--- src/rtl/bit_vector_encoder.sv ---
// Streaming bitmap-to-index encoder: captures one N-bit vector, then emits each set bit's index, lowest first, one per beat.
// First beat is valid the cycle after capture. out_ready low holds the beat, and in_ready stays low until the last beat retires.
module bit_vector_encoder #(
  parameter int N = 16,
  parameter int W = $clog2(N)
) (
  input  logic         clk,
  input  logic         rst,
  input  logic         in_valid,
  output logic         in_ready,
  input  logic [N-1:0] in_data,
  output logic         out_valid,
  input  logic         out_ready,
  output logic [W-1:0] out_index,
  output logic         out_last,
  output logic         out_empty
);

  typedef enum logic {S_IDLE, S_BUSY} state_t;

  localparam logic [N-1:0] ONE = N'(1);

  state_t       state;
  logic [N-1:0] pending;
  logic         zero_flag;
  logic [W-1:0] low_idx;
  logic         single_bit;

  // Priority encoder: the loop runs downward so the lowest set bit is assigned last and wins.
  always_comb begin
    low_idx = '0;
    for (int i = N - 1; i >= 0; i--) begin
      if (pending[i]) low_idx = W'(i);
    end
  end

  assign single_bit = (pending != '0) && ((pending & (pending - ONE)) == '0);

  // All outputs are forced low while rst is high, so reset takes effect in the same cycle.
  assign in_ready  = !rst && (state == S_IDLE);
  assign out_valid = !rst && (state == S_BUSY);
  assign out_index = rst ? '0 : low_idx;
  assign out_last  = out_valid && (zero_flag || single_bit);
  assign out_empty = out_valid && zero_flag;

  always_ff @(posedge clk) begin
    if (rst) begin
      state     <= S_IDLE;
      pending   <= '0;
      zero_flag <= 1'b0;
    end else begin
      case (state)
        S_IDLE: begin
          if (in_valid) begin
            pending   <= in_data;
            zero_flag <= (in_data == '0);
            state     <= S_BUSY;
          end
        end
        S_BUSY: begin
          if (out_ready) begin
            if (zero_flag || single_bit) begin
              pending   <= '0;
              zero_flag <= 1'b0;
              state     <= S_IDLE;
            end else begin
              // Subtract-and-mask clears the lowest set bit, which is the one at low_idx.
              pending <= pending & (pending - ONE);
            end
          end
        end
        default: state <= S_IDLE;
      endcase
    end
  end

endmodule

--- config.mk ---
export PLATFORM = sky130hd
export DESIGN_NAME = bit_vector_encoder
export DESIGN_NICKNAME = d
export VERILOG_FILES = /design/src/rtl/bit_vector_encoder.sv
export SDC_FILE = /design/constraint.sdc
export NUM_CORES = 1
export LEC_CHECK = 0
export CORE_MARGIN = 4
export CORE_UTILIZATION = 54
export CTS_BUF_LIST = sky130_fd_sc_hd__clkbuf_16
export DETAILED_ROUTE_END_ITERATION = 10
export PLACE_DENSITY = 0.84
export SYNTH_ARGS = -nofsm -noshare
export SYNTH_HDL_FRONTEND = slang
export SYNTH_SLANG_ARGS = --single-unit
--- constraint.sdc ---
create_clock -name clk -period 4 [get_ports clk]
set_clock_uncertainty 0.15 [all_clocks]
set_input_delay 0.4 -clock clk [delete_from_list [all_inputs] [get_ports clk]]
set_output_delay 0.4 -clock clk [all_outputs]
set_load 0.05 [all_outputs]
Word level (Yosys, flattened, before mapping)
Cells that the tools add are included.
{ "word_totals": {"in_bits": 20, "elab_cells": 50, "out_inout_bits": 8, "reg_bits": 18} }
{ "op_classes": {"n_bitwise": 2, "n_addsub": 1, "reduce_logical": 12, "n_eq_ne": 3, "n_mux": 29} }
{ "op_table": {"columns": ["op", "count"], "rows": [
  ["$mux 4", 17],
  ["$mux 16", 3],
  ["$logic_not 16->1", 2],
  ["$pmux 16 s2", 1],
  ["$and 16x16->16", 1],
  ["$reduce_bool 16->1", 1],
  ["$sub 16x1->16 const B", 1],
  ["$mux 1", 6],
  ["$logic_and 1x1->1", 5],
  ["$ne 2x2->1 const B", 2],
  ["$pmux 1 s2", 2],
  ["$reduce_and 3->1", 1],
  ["$ne 2x1->1 const B", 1],
  ["$reduce_and 2->1", 1],
  ["$logic_not 1->1", 1],
  ["$logic_or 1x1->1", 1],
  ["$not 1->1", 1]
]} }

Longest topological paths before layout
{ "depth": {"ltp_word": 17, "ltp_mapped": 7, "mapped_depth_nobuf": 6} }

Worst setup path before layout
OpenSTA, ideal clock, no wires.
{ "synth_path": {"path_kind": "register -> output", "start": "register pending[13]", "end": "output port out_index[1]", "path_buffers": 1, "t_required_ns": 3.450, "path_stages_with_launch": 7, "slack_ns": 1.080, "arrival_time_ns": 2.370, "path_cell_list": "dfxtp_1 -> buf_2 -> nor3_1 -> nor3_1 -> o31ai_1 -> a211oi_1 -> nor4_1"} }
{ "synth_via": {"elab_chain_cells": 15} }
{ "synth_rtl": {"columns": ["item", "line_no", "text"], "rows": [
  ["from (decl)", "24", "logic [N-1:0] pending;"],
  ["from (signal assigned)", "55", "pending <= in_data;"],
  ["from (signal assigned)", "68", "pending <= pending & (pending - ONE);"],
  ["$mux 4 (14 in series)", "33", "if (pending[i]) low_idx = W'(i);"],
  ["$mux 4", "42", "assign out_index = rst ? '0 : low_idx;"],
  ["to (decl)", "14", "output logic [W-1:0] out_index,"]
]} }
No other way between the ends.

Final worst setup path
{ "layout_path": {"start": "register pending[0]", "end": "output port out_last"} }
{ "layout_via": {"elab_chain_cells": 6, "word_cells_on_any_way": 7} }
{ "layout_rtl": {"columns": ["item", "line_no", "text"], "rows": [
  ["$sub 16x1->16", "37", "assign single_bit = (pending != '0) && ((pending & (pending - ONE)) == '0);"],
  ["$and 16x16->16", "37", null],
  ["$logic_not 16->1", "37", null],
  ["$logic_and 1x1->1 *", "37", null],
  ["$logic_or 1x1->1 *", "43", "assign out_last = out_valid && (zero_flag || single_bit);"],
  ["$logic_and 1x1->1 *", "43", null],
  ["to (decl)", "15", "output logic out_last,"]
]} }
Mark *: on every way between the ends. The rest lies on a longest branch, timed or not.

==> results.sh <==
export IMPL_status="complete, no violations"
export IMPL_core_sq_mm=0.00228
export IMPL_antenna_cells=0
export IMPL_htree_levels=1
export IMPL_start_kind="flip-flop"
export IMPL_synth_edf_count=0
export IMPL_r2r_start="pending[0]"
export IMPL_synth_largest_area_cell="dfxtp_1"
export IMPL_die_h_um=57.6
export IMPL_arrival_ns=2.88
export IMPL_die_w_um=57.6
export IMPL_r2r_cells=6
export IMPL_area_growth_pct=23.5
export IMPL_grt_pass1_vias=1332
export IMPL_startpoint="pending[0]"
export IMPL_syn_area_per_cell_sq_um=7.23
export IMPL_drive_gt1_frac=0.0746
export IMPL_synth_async_sr_flop_share=0
export IMPL_synth_area_sq_mm=0.00133
export IMPL_drcViolationCount=0
export IMPL_dp_hpwl_um=2790
export IMPL_slew_headroom=0.564
export IMPL_hold_buffers=0
export IMPL_hp_class="reg2reg"
export IMPL_fin_ws_ns=0.573
export IMPL_ios=28
export IMPL_hold_violations=0
export IMPL_path_clk_slew_ns=0.05
export IMPL_clock_sinks=18
export IMPL_finalMaxSlewViolations=0
export IMPL_crit_path_cell_trace="nor4_4 -> nand2_1 -> o31ai_2 -> o2111ai_2 -> nor2_1 -> o21a_1 -> clkdlybuf4s50_1"
export IMPL_path_class="reg2out"
export IMPL_port_buffers=27
export IMPL_first_pass_iters=4
export IMPL_cts_resized=0
export IMPL_synth_cell_types=44
export IMPL_wl_um=3780
export IMPL_drtAntennaViolNets=0
export IMPL_grt_start_max_net_pins=15
export IMPL_cts_tree="built"
export IMPL_cts_made_buffers=3
export IMPL_power_density_mw_per_mm2=440
export IMPL_num_vias=1489
export IMPL_cp_end_kind="output pin"
export IMPL_period_share=0.857
export IMPL_synth_fp_nets=204
export IMPL_start_util=0.584
export IMPL_cellLeakagePower_nw=0.633
export IMPL_ys_ff_latch=18
export IMPL_ir_drop_mv=0.310
export IMPL_insertion_delay_ns=0.25
export IMPL_gr_total_overflow=0
export IMPL_cts_setup_buffers=0
export IMPL_ys_warn_count=0
export IMPL_nets=223
export IMPL_clk_root_buffer_cell="clkbuf_16"
export IMPL_required_ns=3.45
export IMPL_worst_slew_pin_slew_ns=0.655
export IMPL_cp_max_fo=10
export IMPL_r2r_slack_ns=1.89
export IMPL_gp_congestion=0.923
export IMPL_slowest_stage="clkdlybuf4s50_1"
export IMPL_hp_start="zero_flag"
export IMPL_synth_seq_area_share=0.271
export IMPL_fin_crit_ns=3.43
export IMPL_critical_path_max_stage_delay_ns=0.79
export IMPL_synth_area_top_cells="dfxtp_1 (27%), nand2_1 (10%), nor2_1 (5.1%), a21oi_1 (3.8%), o21ai_0 (3.8%)"
export IMPL_final_setup_viol_count=0
export IMPL_clockBufferDepth=2
export IMPL_maxCapViolCount=0
export IMPL_grt_pass1_wl_um=6400
export IMPL_syn_inst=184
export IMPL_yosys_area_top_type_share=0.271
export IMPL_die_area_sq_mm=0.00332
export IMPL_r2r_end="state"
export IMPL_ys_flop_type="dfxtp_1"
export IMPL_fp_row_count=17
export IMPL_dp_slack_ns=0.860
export IMPL_fmaxAchievable_mhz=292
export IMPL_endpoint="out_last"
export IMPL_wire_per_inst_um=16.5
export IMPL_tns_ns=0
export IMPL_antenna_found_initial=0
export IMPL_routed_via_density=6.50
export IMPL_rsz0062_at_grt="false"
export IMPL_groute_usage_overall=0.245
export IMPL_first_iter_violations=76
## worst min-delay path by stage
stage | endpoint | slack, ns | cells past startpoint
5_1_grt | zero_flag | 0.38 | 2
6_report | zero_flag | 0.34 | 2
2_1_floorplan | zero_flag | 0.31 | 2
4_1_cts | zero_flag | 0.35 | 2
3_3_place_gp | zero_flag | 0.33 | 2
3_5_place_dp | zero_flag | 0.34 | 2
## power by group
part           total, mW  internal (mW)  switching [mW]
sequential         0.233          0.196          0.0371
clock              0.198          0.132          0.0666
combinational      0.292          0.122           0.170
total              0.723          0.449           0.274
## stage by stage
| stage | instances | instance area [sq um] | utilization | hold WS [ns] | power [mW] |
|---|---|---|---|---|---|
| floorplan | 184 | 1330 | - | 0.307 | 0.444 |
| global placement | 226 | 1570 | 0.689 | 0.334 | 0.520 |
| detailed placement | 226 | 1570 | 0.689 | 0.338 | 0.522 |
| CTS | 229 | 1640 | 0.722 | 0.349 | 0.721 |
| global route | 229 | 1640 | 0.722 | 0.383 | 0.762 |
| finish | 229 | 1640 | 0.722 | 0.341 | 0.723 |
## registers in the layout, summed over array words and instances (netlist names)
| name | count |
|---|---|
| zero_flag | 1 |
| state | 1 |
| pending | 16 |
## critical path, delay by kind of cell, from the launching register on
family / cells / cell delay, ns
flip-flops: 1 / 0.41
AO/OA/AOI/OAI: 3 / 0.57
AND/OR/NAND/NOR: 3 / 0.85
buffers and inverters: 1 / 0.79
## logic make-up (layout without fill, tap and decap cells)
group | after synthesis | count (layout) | share of synthesized area
simple gates | 89 | 89 | 0.342
fa+ha+maj | 2 | 2 | 0.0151
buf+inv | 18 | 35 | 0.0705
flops | 18 | 18 | 0.271
compound gates | 57 | 57 | 0.301
## cell usage after synthesis (2+ instances only)
cell	n
a211oi_1	3
a21oi_1	10
a221oi_1	3
a22oi_1	3
a32o_1	2
buf_2	3
buf_4	2
buf_6	2
clkbuf_1	7
dfxtp_1	18
inv_1	3
maj3_1	2
nand2_1	36
nand2b_1	3
nand3_1	4
nand4_1	2
nor2_1	18
nor2b_1	3
nor3_1	7
nor4_1	6
nor4_4	2
o211ai_1	2
o21a_1	2
o21ai_0	10
o21ai_1	7
o31ai_1	4
or4_1	2
or4_4	2
## routing by layer
layer / wire, um / GRT usage / vias to the layer above
met2: 1640 / 0.342 / 81
li1: - / - / 713
met3: 358 / 0.0445 / 12
met1: 1670 / 0.354 / 683
met5: 0 / 0 / -
met4: 114 / 0.126 / 0
## cells in the final DEF (no fill, tap or decap), types with 2 or more instances in the layout
cell,instances
or4_4,2
a221oi_1,3
o31ai_1,4
nand4_1,2
clkbuf_16,3
o211ai_1,2
nor2b_1,3
buf_4,2
nand3_1,4
or4_1,2
dfxtp_1,18
nor3_1,7
nand2b_1,3
maj3_1,2
nand2_1,36
o21ai_1,7
nor4_1,6
o21a_1,2
a32o_1,2
inv_1,3
clkdlybuf4s50_1,27
a21oi_1,10
nor2_1,18
a211oi_1,3
nor4_4,2
a22oi_1,3
o21ai_0,10
## cell type report
cell class                      count  area (sq um)
Inverter                            3          11.3
Multi-Input combinational cell    148           876
Sequential cell                    18           360
Clock buffer                        3          75.1
Timing Repair Buffer               29           285
Fill cell                         184           633
Tap cell                           28          35.0
Power figures use the tool's default switching activity.
